### config.mk
export PLATFORM = sky130hd
export DESIGN_NAME = pipelined_ripple_adder
export DESIGN_NICKNAME = d
export VERILOG_FILES = /design/src/rtl/pipelined_adder_pkg.sv /design/src/rtl/ripple_chunk_adder.sv /design/src/rtl/pipelined_ripple_adder.sv
export SDC_FILE = /design/constraint.sdc
export NUM_CORES = 1
export LEC_CHECK = 0
export BUFFER_PORTS_ARGS = -buffer_cell sky130_fd_sc_hd__buf_2
export CAP_MARGIN = 20
export CORE_UTILIZATION = 45
export DETAILED_ROUTE_END_ITERATION = 12
export SETUP_SLACK_MARGIN = 0.3
export SLEW_MARGIN = 5
export SYNTH_ARGS = -nofsm -noshare
export SYNTH_HDL_FRONTEND = slang
export SYNTH_SLANG_ARGS = --single-unit
export TNS_END_PERCENT = 20
### constraint.sdc
create_clock -name clk -period 7.81 [get_ports clk]
set_clock_uncertainty 0.1 [all_clocks]
set_input_delay 0.781 -clock clk [delete_from_list [all_inputs] [get_ports clk]]
set_output_delay 0.781 -clock clk [all_outputs]
set_load 0.02 [all_outputs]
### src/rtl/pipelined_adder_pkg.sv
// Shared helpers for the pipelined ripple adder: chunk sizing and configuration legality.
// Purely elaboration-time content; no logic, no latency.
// Backpressure: not applicable.
package pipelined_adder_pkg;

   // Bits added by each pipeline stage.
   function automatic int chunk_width(input int data_width, input int stages);
      return data_width / stages;
   endfunction

   // Width must split evenly into 1..DATA_WIDTH stages.
   function automatic bit cfg_ok(input int data_width, input int stages);
      return (stages >= 1) && (stages <= data_width) && ((data_width % stages) == 0);
   endfunction

endpackage

### src/rtl/ripple_chunk_adder.sv
// Combinational WIDTH-bit ripple-carry adder built from a chain of full-adder cells.
// Latency: 0 cycles (pure combinational).
// Backpressure: none; ports a, b, ci in; s, co out. Carry ripples bit 0 to bit WIDTH-1.
module ripple_chunk_adder #(
   parameter int WIDTH = 8
) (
   input  logic [WIDTH-1:0] a,
   input  logic [WIDTH-1:0] b,
   input  logic             ci,
   output logic [WIDTH-1:0] s,
   output logic             co
);

   // Carry held in a block-local variable so the chain is a single sequential
   // evaluation rather than a self-referencing vector.
   always_comb begin : p_ripple
      logic c;
      s = '0;
      c = ci;
      for (int i = 0; i < WIDTH; i++) begin
         s[i] = a[i] ^ b[i] ^ c;
         c    = (a[i] & b[i]) | (c & (a[i] ^ b[i]));
      end
      co = c;
   end

endmodule

### src/rtl/pipelined_ripple_adder.sv
// Pipelined DATA_WIDTH adder: STAGES ripple chunks, carry registered between stages.
// Latency: STAGES register stages (accept at edge n -> out_valid after edge n+STAGES-1).
// Backpressure: valid/ready; bubbles squeezed, in_ready drops only when every stage is full and stalled.
// Ports: clk, rst_n (async active-low); in_a/in_b/in_ci/in_valid -> in_ready;
//        out_s/out_co/out_valid <- out_ready.
// Optional macro PIPELINED_RIPPLE_ADDER_SUB_EN adds in_sub (a-b) and out_ovf (signed overflow).
module pipelined_ripple_adder
   import pipelined_adder_pkg::*;
#(
   parameter int DATA_WIDTH = 32,
   parameter int STAGES     = 4
) (
   input  logic                  clk,
   input  logic                  rst_n,
   input  logic [DATA_WIDTH-1:0] in_a,
   input  logic [DATA_WIDTH-1:0] in_b,
   input  logic                  in_ci,
`ifdef PIPELINED_RIPPLE_ADDER_SUB_EN
   input  logic                  in_sub,
   output logic                  out_ovf,
`endif
   input  logic                  in_valid,
   output logic                  in_ready,
   output logic [DATA_WIDTH-1:0] out_s,
   output logic                  out_co,
   output logic                  out_valid,
   input  logic                  out_ready
);

   localparam int CHUNK = chunk_width(DATA_WIDTH, STAGES);
   localparam int LAST  = STAGES - 1;

   if (!cfg_ok(DATA_WIDTH, STAGES)) begin : g_bad_cfg
      $error("pipelined_ripple_adder: DATA_WIDTH must be divisible by STAGES (1..DATA_WIDTH)");
   end

   // Per-stage record: sum holds chunks 0..k once stage k is loaded; operand
   // bits below chunk k+1 are dead after that and get trimmed by synthesis.
   typedef struct packed {
      logic                  vld;
      logic                  cy;
      logic [DATA_WIDTH-1:0] sum;
      logic [DATA_WIDTH-1:0] a;
      logic [DATA_WIDTH-1:0] b;
   } stage_t;

   stage_t st_q [STAGES];
   stage_t st_d [STAGES];
   stage_t up   [STAGES];   // what feeds each stage: inputs for 0, previous stage otherwise

   logic [STAGES-1:0]            load;
   logic [STAGES-1:0][CHUNK-1:0] s_chunk;
   logic [STAGES-1:0]            co_chunk;

   // Operand conditioning at the pipe entry.
   logic [DATA_WIDTH-1:0] b_in;
   logic                  ci_in;
`ifdef PIPELINED_RIPPLE_ADDER_SUB_EN
   assign b_in  = in_sub ? ~in_b : in_b;
   assign ci_in = in_sub ? 1'b1  : in_ci;
`else
   assign b_in  = in_b;
   assign ci_in = in_ci;
`endif

   always_comb begin
      up[0]     = '0;
      up[0].vld = in_valid;
      up[0].cy  = ci_in;
      up[0].a   = in_a;
      up[0].b   = b_in;
      for (int k = 1; k < STAGES; k++) begin
         up[k] = st_q[k-1];
      end
   end

   // A stage may load if it, or any stage after it, is empty, or the output
   // is being consumed. Walking back from the output keeps this one pass.
   always_comb begin : p_load
      logic r;
      load = '0;
      r    = out_ready;
      for (int k = STAGES - 1; k >= 0; k--) begin
         r       = !st_q[k].vld | r;
         load[k] = r;
      end
   end

   assign in_ready = load[0];

   for (genvar k = 0; k < STAGES; k++) begin : g_stage
      ripple_chunk_adder #(
         .WIDTH (CHUNK)
      ) u_add (
         .a  (up[k].a[k*CHUNK +: CHUNK]),
         .b  (up[k].b[k*CHUNK +: CHUNK]),
         .ci (up[k].cy),
         .s  (s_chunk[k]),
         .co (co_chunk[k])
      );
   end

   always_comb begin
      for (int k = 0; k < STAGES; k++) begin
         st_d[k]                        = up[k];
         st_d[k].sum[k*CHUNK +: CHUNK] = s_chunk[k];
         st_d[k].cy                     = co_chunk[k];
      end
   end

   // Data is only captured alongside a valid token; an empty token just clears vld.
   always_ff @(posedge clk or negedge rst_n) begin
      if (!rst_n) begin
         for (int k = 0; k < STAGES; k++) begin
            st_q[k] <= '0;
         end
      end else begin
         for (int k = 0; k < STAGES; k++) begin
            if (load[k]) begin
               if (up[k].vld) begin
                  st_q[k] <= st_d[k];
               end else begin
                  st_q[k].vld <= 1'b0;
               end
            end
         end
      end
   end

   assign out_valid = st_q[LAST].vld;
   assign out_s     = st_q[LAST].sum;
   assign out_co    = st_q[LAST].cy;

`ifdef PIPELINED_RIPPLE_ADDER_SUB_EN
   // Carry into the MSB recovered from the MSB sum bit: s = a ^ b ^ c.
   logic msb_cin;
   logic ovf_q;
   logic ovf_d;

   assign msb_cin = up[LAST].a[DATA_WIDTH-1] ^ up[LAST].b[DATA_WIDTH-1] ^ s_chunk[LAST][CHUNK-1];
   assign ovf_d   = msb_cin ^ co_chunk[LAST];

   always_ff @(posedge clk or negedge rst_n) begin
      if (!rst_n) begin
         ovf_q <= 1'b0;
      end else if (load[LAST] && up[LAST].vld) begin
         ovf_q <= ovf_d;
      end
   end

   assign out_ovf = ovf_q;
`endif

endmodule

# Word-level counts from Yosys, hierarchy flattened
# Cells that the tools add are included.
word_totals:
  out_inout_bits: 35
  wordCells: 194
  reg_bits: 280
op_classes:
  muxes: 4
  n_bitwise: 164
  n_reduce_logical: 8
op_table:
  columns: ["operator", "count"]
  rows:
  - ["$and 1x1->1", 64]
  - ["$xor 1x1->1", 64]
  - ["$or 1x1->1", 36]
  - ["$reduce_and 2->1", 4]
  - ["$logic_not 1->1", 4]
  - ["$mux 1", 4]

# Depth between registers and ports, before layout
# Gate-level depths: netlist of run 1.
logic_depth:
  word_depth: 17
  depth_mapped: 12
  ltp_nobuf: 12

# Modules after synthesis
# A second synthesis of run 1 with hierarchy kept.
unflattened:
  cells_unflattened: 499
  hier_area_um2: 7850.0
by_module_without_submodules:
  columns: ["module", "instances", "area_per_inst_um2", "cells_per_inst"]
  rows:
  - ["pipelined_ripple_adder", 1, 7059.3, 427]
  - ["ripple_chunk_adder", 4, 197.7, 18]

# Worst setup path after synthesis of run 1
# Ideal clock, no wire load.
synth_timing:
  path_kind: "reg-to-reg"
  from: "register st_q[390] (netlist bit)"
  to: "register st_q, in the netlist st_d[177]"
  setup_ps: 83
  arrival_ps: 3877
  path_stages_with_launch: 13
  t_required_ps: 7627
  slack_ps: 3751
  path_cell_list: "dfrtp_1 > fa_1 > inv_1 > fa_1 > inv_1 > fa_1 > fa_1 > fa_1 > fa_1 > fa_1 > inv_1 > fa_1 > o21ai_0"
synth_between:
  elab_chain_cells: 15
synth_lines:
  columns: ["element", "line", "rtl"]
  rows:
  - ["start: declaration", "pipelined_ripple_adder.sv:47", "stage_t st_q [STAGES];"]
  - ["start signal: indexed assignment", "pipelined_ripple_adder.sv:121", "st_q[k] <= st_d[k];"]
  - ["$and 1x1->1", "ripple_chunk_adder.sv:22", "c = (a[i] & b[i]) | (c & (a[i] ^ b[i]));"]
  - ["$or 1x1->1", "ripple_chunk_adder.sv:22", null]
  - ["$and 1x1->1", "ripple_chunk_adder.sv:22", null]
  - ["$or 1x1->1", "ripple_chunk_adder.sv:22", null]
  - ["$and 1x1->1", "ripple_chunk_adder.sv:22", null]
  - ["$or 1x1->1", "ripple_chunk_adder.sv:22", null]
  - ["$and 1x1->1", "ripple_chunk_adder.sv:22", null]
  - ["$or 1x1->1", "ripple_chunk_adder.sv:22", null]
  - ["$and 1x1->1", "ripple_chunk_adder.sv:22", null]
  - ["$or 1x1->1", "ripple_chunk_adder.sv:22", null]
  - ["$and 1x1->1", "ripple_chunk_adder.sv:22", null]
  - ["$or 1x1->1", "ripple_chunk_adder.sv:22", null]
  - ["$and 1x1->1", "ripple_chunk_adder.sv:22", null]
  - ["$or 1x1->1", "ripple_chunk_adder.sv:22", null]
  - ["$xor 1x1->1", "ripple_chunk_adder.sv:21", "s[i] = a[i] ^ b[i] ^ c;"]
# No other way between the ends.
# A chain may end at the register's enable or synchronous reset.

# Worst setup path in the final report of run 1
# Same ends and word-level chain as after synthesis.

==> flow_summary_export.csv, run 1 <==
group,metric,value,unit
yosys,synth_area_leaders,"dfrtp_1 60%, mux2_2 21%, fa_1 8.3%, mux2_4 5.3%, inv_1 1.9%",
detailed_routing,top_layer,"met5",
place,dp_slack,3440,ps
yosys,yosysSeqAreaShare,0.598,
grt,first_global_vias,4345,
grt,grt_pass1_wl,22500,um
critical_path,cp_data_arrival_time,4430,ps
floorplanning,die_h,133,um
layout,n_fill_cell,1379,
yosys,synth.distinct_cells,16,
power_and_ir_drop,power.leakage,0.00419,uW
detailed_routing,num_vias,3929,
sta,finalWorstSetupSlack,3620,ps
yosys,synthFlopType,"dfrtp_1",
layout,antenna_cells,0,
layout,drive_gt1_frac,0.524,
grt,antenna_found_initial,1,
sta,fin_crit_sh,0.537,
layout,syn2layout_area_growth,17.3,%
sta,worst_pin_slew,1000,ps
critical_path,r2r_slack,3620,ps
yosys,syn_area_per_cell,16.5,um2
detailed_routing,drt-met1-wl,6110,um
critical_path,max_stage_delay,470,ps
clock_network,clk_path_buf_depth,2,
critical_path,crit_top_cell,"fa_1",
hold_path,hold_path.class,"in -> async",
sta,clock.fmax,239,MHz
layout,finalNetCount,677,
sta,drv_slew,0,
sta,hold_slack,395,ps
sta,hold_violations,0,
critical_path,critical_path_buf_inv_count,3,
clock_network,cts.sinks,184,
power_and_ir_drop,vdd_drop_max,0.175,mV
critical_path,ff2ff_path_depth,12,
detailed_routing,dr_wl_met2,6290,um
power_and_ir_drop,power,3260,uW
floorplanning,core,16600,um2
critical_path,crit_fanout,2,
grt,grt_max_degree,123,
clock_network,ctsHtreeMaxLevel,4,
place,io_buffers,103,
clock_network,postCtsSetupBuffers,0,
critical_path,cp_slowest_cell,"fa_1",
sta,slew_headroom,0.331,
floorplanning,num_rows,47,
critical_path,cp.required,8050,ps
floorplanning,die_w,133,um
clock_network,cts_root_buf,"clkbuf_16",
layout,finalNonFillerCells,806,
yosys,synth_common_cells,"184 x dfrtp_1, 141 x mux2_2, 38 x inv_1",
power_and_ir_drop,power_density,361,nW/um2
detailed_routing,wl_met3,500,um
clock_network,cts_resized,0,
clock_network,cts_tree,"yes",
detailed_routing,avgRoutedWirePerCell,16.3,um
sta,rsz0062_at_grt,"no",
sta,setup_viol,0,
job,drv_cap,0,
sta,tns,0,ps
clock_network,clk-insertion-delay-late,430,ps
detailed_routing,totalWireLength,13100,um
yosys,netlist_instances,468,
floorplanning,io_pins,104,
place,gp_congestion,0.735,
critical_path,cp-end-kind,"flop",
grt,globalRouteOverflowTotal,0,
place,dpl.cell_count,777,
yosys,synthesis.nets,569,
detailed_routing,ant_nets,0,
floorplanning,initial_core_util,0.463,
critical_path,cp_top_family,"adder cells",
yosys,synth_edf_count,0,
yosys,synth_most_common_cell,"dfrtp_1",
detailed_routing,drcViolationCount,0,
sta,period_minus_slack,4190,ps
yosys,yosys.area.top_type,"dfrtp_1",
yosys,ys_seq_elements,184,
yosys,synth_top_area_share,0.598,
detailed_routing,drt-initial-drc-count,189,
critical_path,reg2reg_to,"st_d[177]",
clock_network,cts_buffers,17,
yosys,synthArstFlopShare,1.00,
detailed_routing,avgViaCountPerCell,4.87,
critical_path,cp-startpoint,"st_q[390]",
detailed_routing,drt_pass1_iterations,4,
critical_path,critical_path_class,"reg -> reg",
place,dp_hpwl,8430,um
clock_network,clk_pin_slew,60,ps
yosys,synth_area,7700,um2
critical_path,worstSetupStartpointType,"flop",
floorplanning,die_area,17600,um2
yosys,synth_warnings,0,
clock_network,cts.hold.buffers_added,0,
critical_path,rr_startpoint,"st_q[390]",
grt,grt_usage,0.168,
critical_path,cp_cell_sequence,"fa_1 -> inv_1 -> fa_1 -> inv_1 -> fa_1 -> fa_1 -> fa_1 -> fa_1 -> fa_1 -> inv_1 -> fa_1 -> o21ai_0",
run_status,status,"completed",
per-stage QoR:
| step | util | area [um2] |
|---|---|---|
| 6_report | 0.543 | 9030 |
| 5_1_grt | 0.543 | 9030 |
| 4_1_cts | 0.543 | 9030 |
| 3_5_place_dp | 0.506 | 8430 |
| 3_3_place_gp | 0.506 | 8430 |
| 2_1_floorplan | - | 7700 |
layout make-up:
cell class / instances / area, um2 / area share
inverters: 38 / 143 / 0.0158
clock inverters: 9 / 150 / 0.0166
clock buffers: 20 / 457 / 0.0506
multi-input cells: 228 / 2850 / 0.316
repair buffers: 107 / 554 / 0.0614
well taps: 220 / 275 / 0.0305
flip-flops and latches: 184 / 4600 / 0.510
kinds of logic after synthesis:
group           share of synthesized area
compound gates                    0.00536
fa+ha+maj                          0.0832
buf+inv                            0.0338
mux                                 0.271
flops                               0.598
simple gates                      0.00910
worst reg2reg max path, delay by kind of cell (launching register included):
kind | cells | cell delay, ps
buf+inv | 3 | 220
compound gates | 1 | 150
flops | 1 | 400
fa+ha+maj | 8 | 3220
per-layer routing:
metal,up-vias,global-route usage
met1,2034,0.227
li1,1801,-
met5,-,0
met2,74,0.262
met3,18,0.0421
met4,2,0.0626
state kept, by name (all words and copies together), names as in the netlist:
name and flops:
out_co 1, out_s 32, st_q 3, out_valid 1, st_d 147
placed cells by master (no fill, tap or decap), types with 2 or more instances in the layout:
master	n
clkinvlp_4	2
clkbuf_8	3
mux2_4	27
inv_1	38
nand2_2	3
buf_2	102
mux2_2	141
buf_4	4
mux2i_1	9
dfrtp_1	184
nand2_1	2
fa_1	32
clkinv_2	3
bufinv_16	4
o21ai_0	6
nand2b_1	4
clkbuf_16	17
how the worst max path moves through the flow:
stage                      endpoint  slack (ps)  cells after the start
after floorplan           st_d[177]        3750                     12
after global placement    st_d[267]        3580                     13
after detailed placement  st_d[267]        3440                     13
after CTS                 st_d[177]        3570                     12
after global routing      st_d[177]        3360                     12
final                     st_d[177]        3620                     12
where the power goes:
part	switching, uW	internal [uW]	leakage, uW
sequential	185	1290	0.00215
combinational	419	475	0.00175
clock	344	545	0.000294
Power figures use the tool's default switching activity.
==> run 2, diff against run 1 <==
--- a/config.mk
+++ b/config.mk
@@ -9,6 +9,7 @@
 export CAP_MARGIN = 20
 export CORE_UTILIZATION = 45
 export DETAILED_ROUTE_END_ITERATION = 12
+export PLACE_DENSITY = 0.67
 export SETUP_SLACK_MARGIN = 0.3
 export SLEW_MARGIN = 5
 export SYNTH_ARGS = -nofsm -noshare
==> constraint.sdc (replaced) <==
create_clock -name clk -period 3.5 [get_ports clk]
set_clock_uncertainty 0.1 [all_clocks]
set_input_delay 0.35 -clock clk [delete_from_list [all_inputs] [get_ports clk]]
set_output_delay 0.35 -clock clk [all_outputs]
set_load 0.02 [all_outputs]
==> run 2 against run 1 <==
Against the previous run:
- the run now ends with negative setup slack left
- global-route usage is essentially flat
- clock-buffer cell count grew 2
- register-to-register slack lost 3700 ps
- flip-flop and latch count is the same
- critical path type unchanged
- critical endpoint is now out_s[31]
- highest routed layer unchanged
==> flow_summary_export.csv, run 2 (same netlist as run 1, synthesis figures left out) <==
group,metric,value,unit
job,drv_cap,0,
grt,grt_max_degree,103,
run_status,violations,"negative setup slack",
grt,first_global_vias,4534,
sta,finalWorstSetupSlack,-103,ps
floorplanning,num_rows,47,
sta,drv_slew,0,
place,dp_hpwl,9020,um
grt,grt_usage,0.168,
critical_path,max_stage_delay,410,ps
sta,fin_crit_sh,1.03,
place,gp_congestion,0.730,
detailed_routing,ant_nets,0,
detailed_routing,num_vias,3977,
critical_path,cp.depth,12,
layout,syn2layout_area_growth,18.7,%
layout,final_common_cell,"dfrtp_1",
detailed_routing,drt_pass1_iterations,4,
sta,rsz0062_at_grt,"yes",
grt,globalRouteOverflowTotal,0,
clock_network,cts_root_buf,"clkbuf_16",
layout,mostFrequentLayoutCells,"184 x dfrtp_1, 141 x mux2_2, 101 x buf_2",
sta,slew_headroom,0.330,
place,io_buffers,103,
clock_network,clk-insertion-delay-late,420,ps
critical_path,cp_slowest_cell,"dfrtp_1",
grt,antenna_found_initial,1,
layout,antenna_cells,0,
clock_network,cts.sinks,184,
floorplanning,die_area,17600,um2
sta,period_minus_slack,3600,ps
layout,largest_reg_flops,147,
layout,multi_input_area,2920,um2
clock_network,cts_buffers,17,
sta,setup_viol,3,
run_status,status,"complete, but fails checks",
layout,drive_gt1_frac,0.591,
floorplanning,core,16600,um2
detailed_routing,avgViaCountPerCell,4.89,
critical_path,cp.required,3730,ps
critical_path,cp_top_family,"adder cells",
sta,hold_violations,0,
layout,n_fill_cell,1355,
clock_network,clk_pin_slew,70,ps
critical_path,cp_cell_sequence,"fa_2 -> inv_2 -> fa_1 -> inv_1 -> fa_2 -> fa_2 -> fa_2 -> fa_2 -> fa_2 -> inv_2 -> fa_1 -> mux2i_1",
power_and_ir_drop,power_density,789,nW/um2
detailed_routing,drcViolationCount,0,
critical_path,crit_fanout,2,
layout,finalNetCount,683,
clock_network,ctsHtreeMaxLevel,4,
floorplanning,die_h,133,um
detailed_routing,totalWireLength,13200,um
sta,worst_pin_slew,1000,ps
hold_path,hold-path-cell-count,2,
power_and_ir_drop,power.leakage,0.00418,uW
critical_path,cp_data_arrival_time,3830,ps
clock_network,clk_path_buf_depth,2,
floorplanning,die_w,133,um
detailed_routing,drt-initial-drc-count,120,
critical_path,cp-end-kind,"flop",
power_and_ir_drop,vdd_drop_max,0.406,mV
floorplanning,io_pins,104,
layout,seq_area,4600,um2
sta,clock.fmax,278,MHz
critical_path,ff2ff_path_depth,12,
critical_path,crit_top_cell,"fa_2",
critical_path,worstSetupStartpointType,"flop",
critical_path,critical_path_class,"reg -> reg",
layout,finalNonFillerCells,814,
detailed_routing,avgRoutedWirePerCell,16.2,um
floorplanning,initial_core_util,0.463,
hold_path,hold_path.class,"in -> reg",
place,dp_slack,-248,ps
grt,grt_pass1_wl,22600,um
clock_network,cts_tree,"yes",
sta,tns,-252,ps
sta,hold_slack,35.7,ps
place,dpl.cell_count,781,
critical_path,critical_path_buf_inv_count,3,
==> run 2: cell types whose count changed in the layout (fill, tap and decap cells not counted), moves of 2 or more <==
cell | before | now
inv_1 | 38 | 28
bufinv_16 | 4 | 1
fa_1 | 32 | 6
fa_2 | 0 | 26
inv_6 | 0 | 2
clkbuf_8 | 3 | 6
clkinv_4 | 0 | 2
inv_2 | 0 | 10
buf_4 | 4 | 8
==> run 2: cell type report <==
cell class                      count  share of cell area
Sequential cell                   184               0.504
Multi-Input combinational cell    228               0.319
Timing Repair Buffer              113              0.0679
Clock buffer                       22              0.0541
Tap cell                          220              0.0301
Inverter                           38              0.0156
Clock inverter                      9             0.00985
==> run 2: final timing paths <==
path	from	to	slack, ps
worst max-delay path	st_d[56]	out_s[31]	-100
worst min-delay path	in_valid	st_d[293]	40
worst max register to register	st_d[56]	out_s[31]	-100
worst min register to register	out_s[1]	out_s[1]	400
max in group asynchronous	rst_n	out_s[7]	1820
min in group asynchronous	rst_n	out_s[21]	460
==> run 2: per-layer routing <==
| layer | global-route usage | wire length [um] |
|---|---|---|
| met3 | 0.0479 | 519 |
| met2 | 0.271 | 6490 |
| met5 | 0 | 13 |
| met4 | 0.0587 | 221 |
| met1 | 0.216 | 5910 |
==> run 2: report_power, final <==
group | internal (uW) | total (uW) | switching (uW)
registers | 2880 | 3300 | 427
clock network | 1080 | 1850 | 773
logic | 1110 | 2060 | 952
total | 5060 | 7210 | 2150
==> run 2: repair_timing <==
item | 4_1_cts | 5_1_grt
hold buffers | 1 | 0
hold endpoints to repair | 99 | 0
setup buffers | 1 | 0
resized for setup | 7 | 2
pin swaps | 5 | 9
endpoints found under the setup margin | 10 | 10
==> run 2: per-stage QoR <==
step	power [uW]	instance area (um2)	utilization
final	7210	9140	0.549
after global routing	7710	9140	0.549
after CTS	7340	9140	0.549
after detailed placement	5450	8520	0.512
after global placement	5310	8520	0.512
after floorplan	4740	7750	-
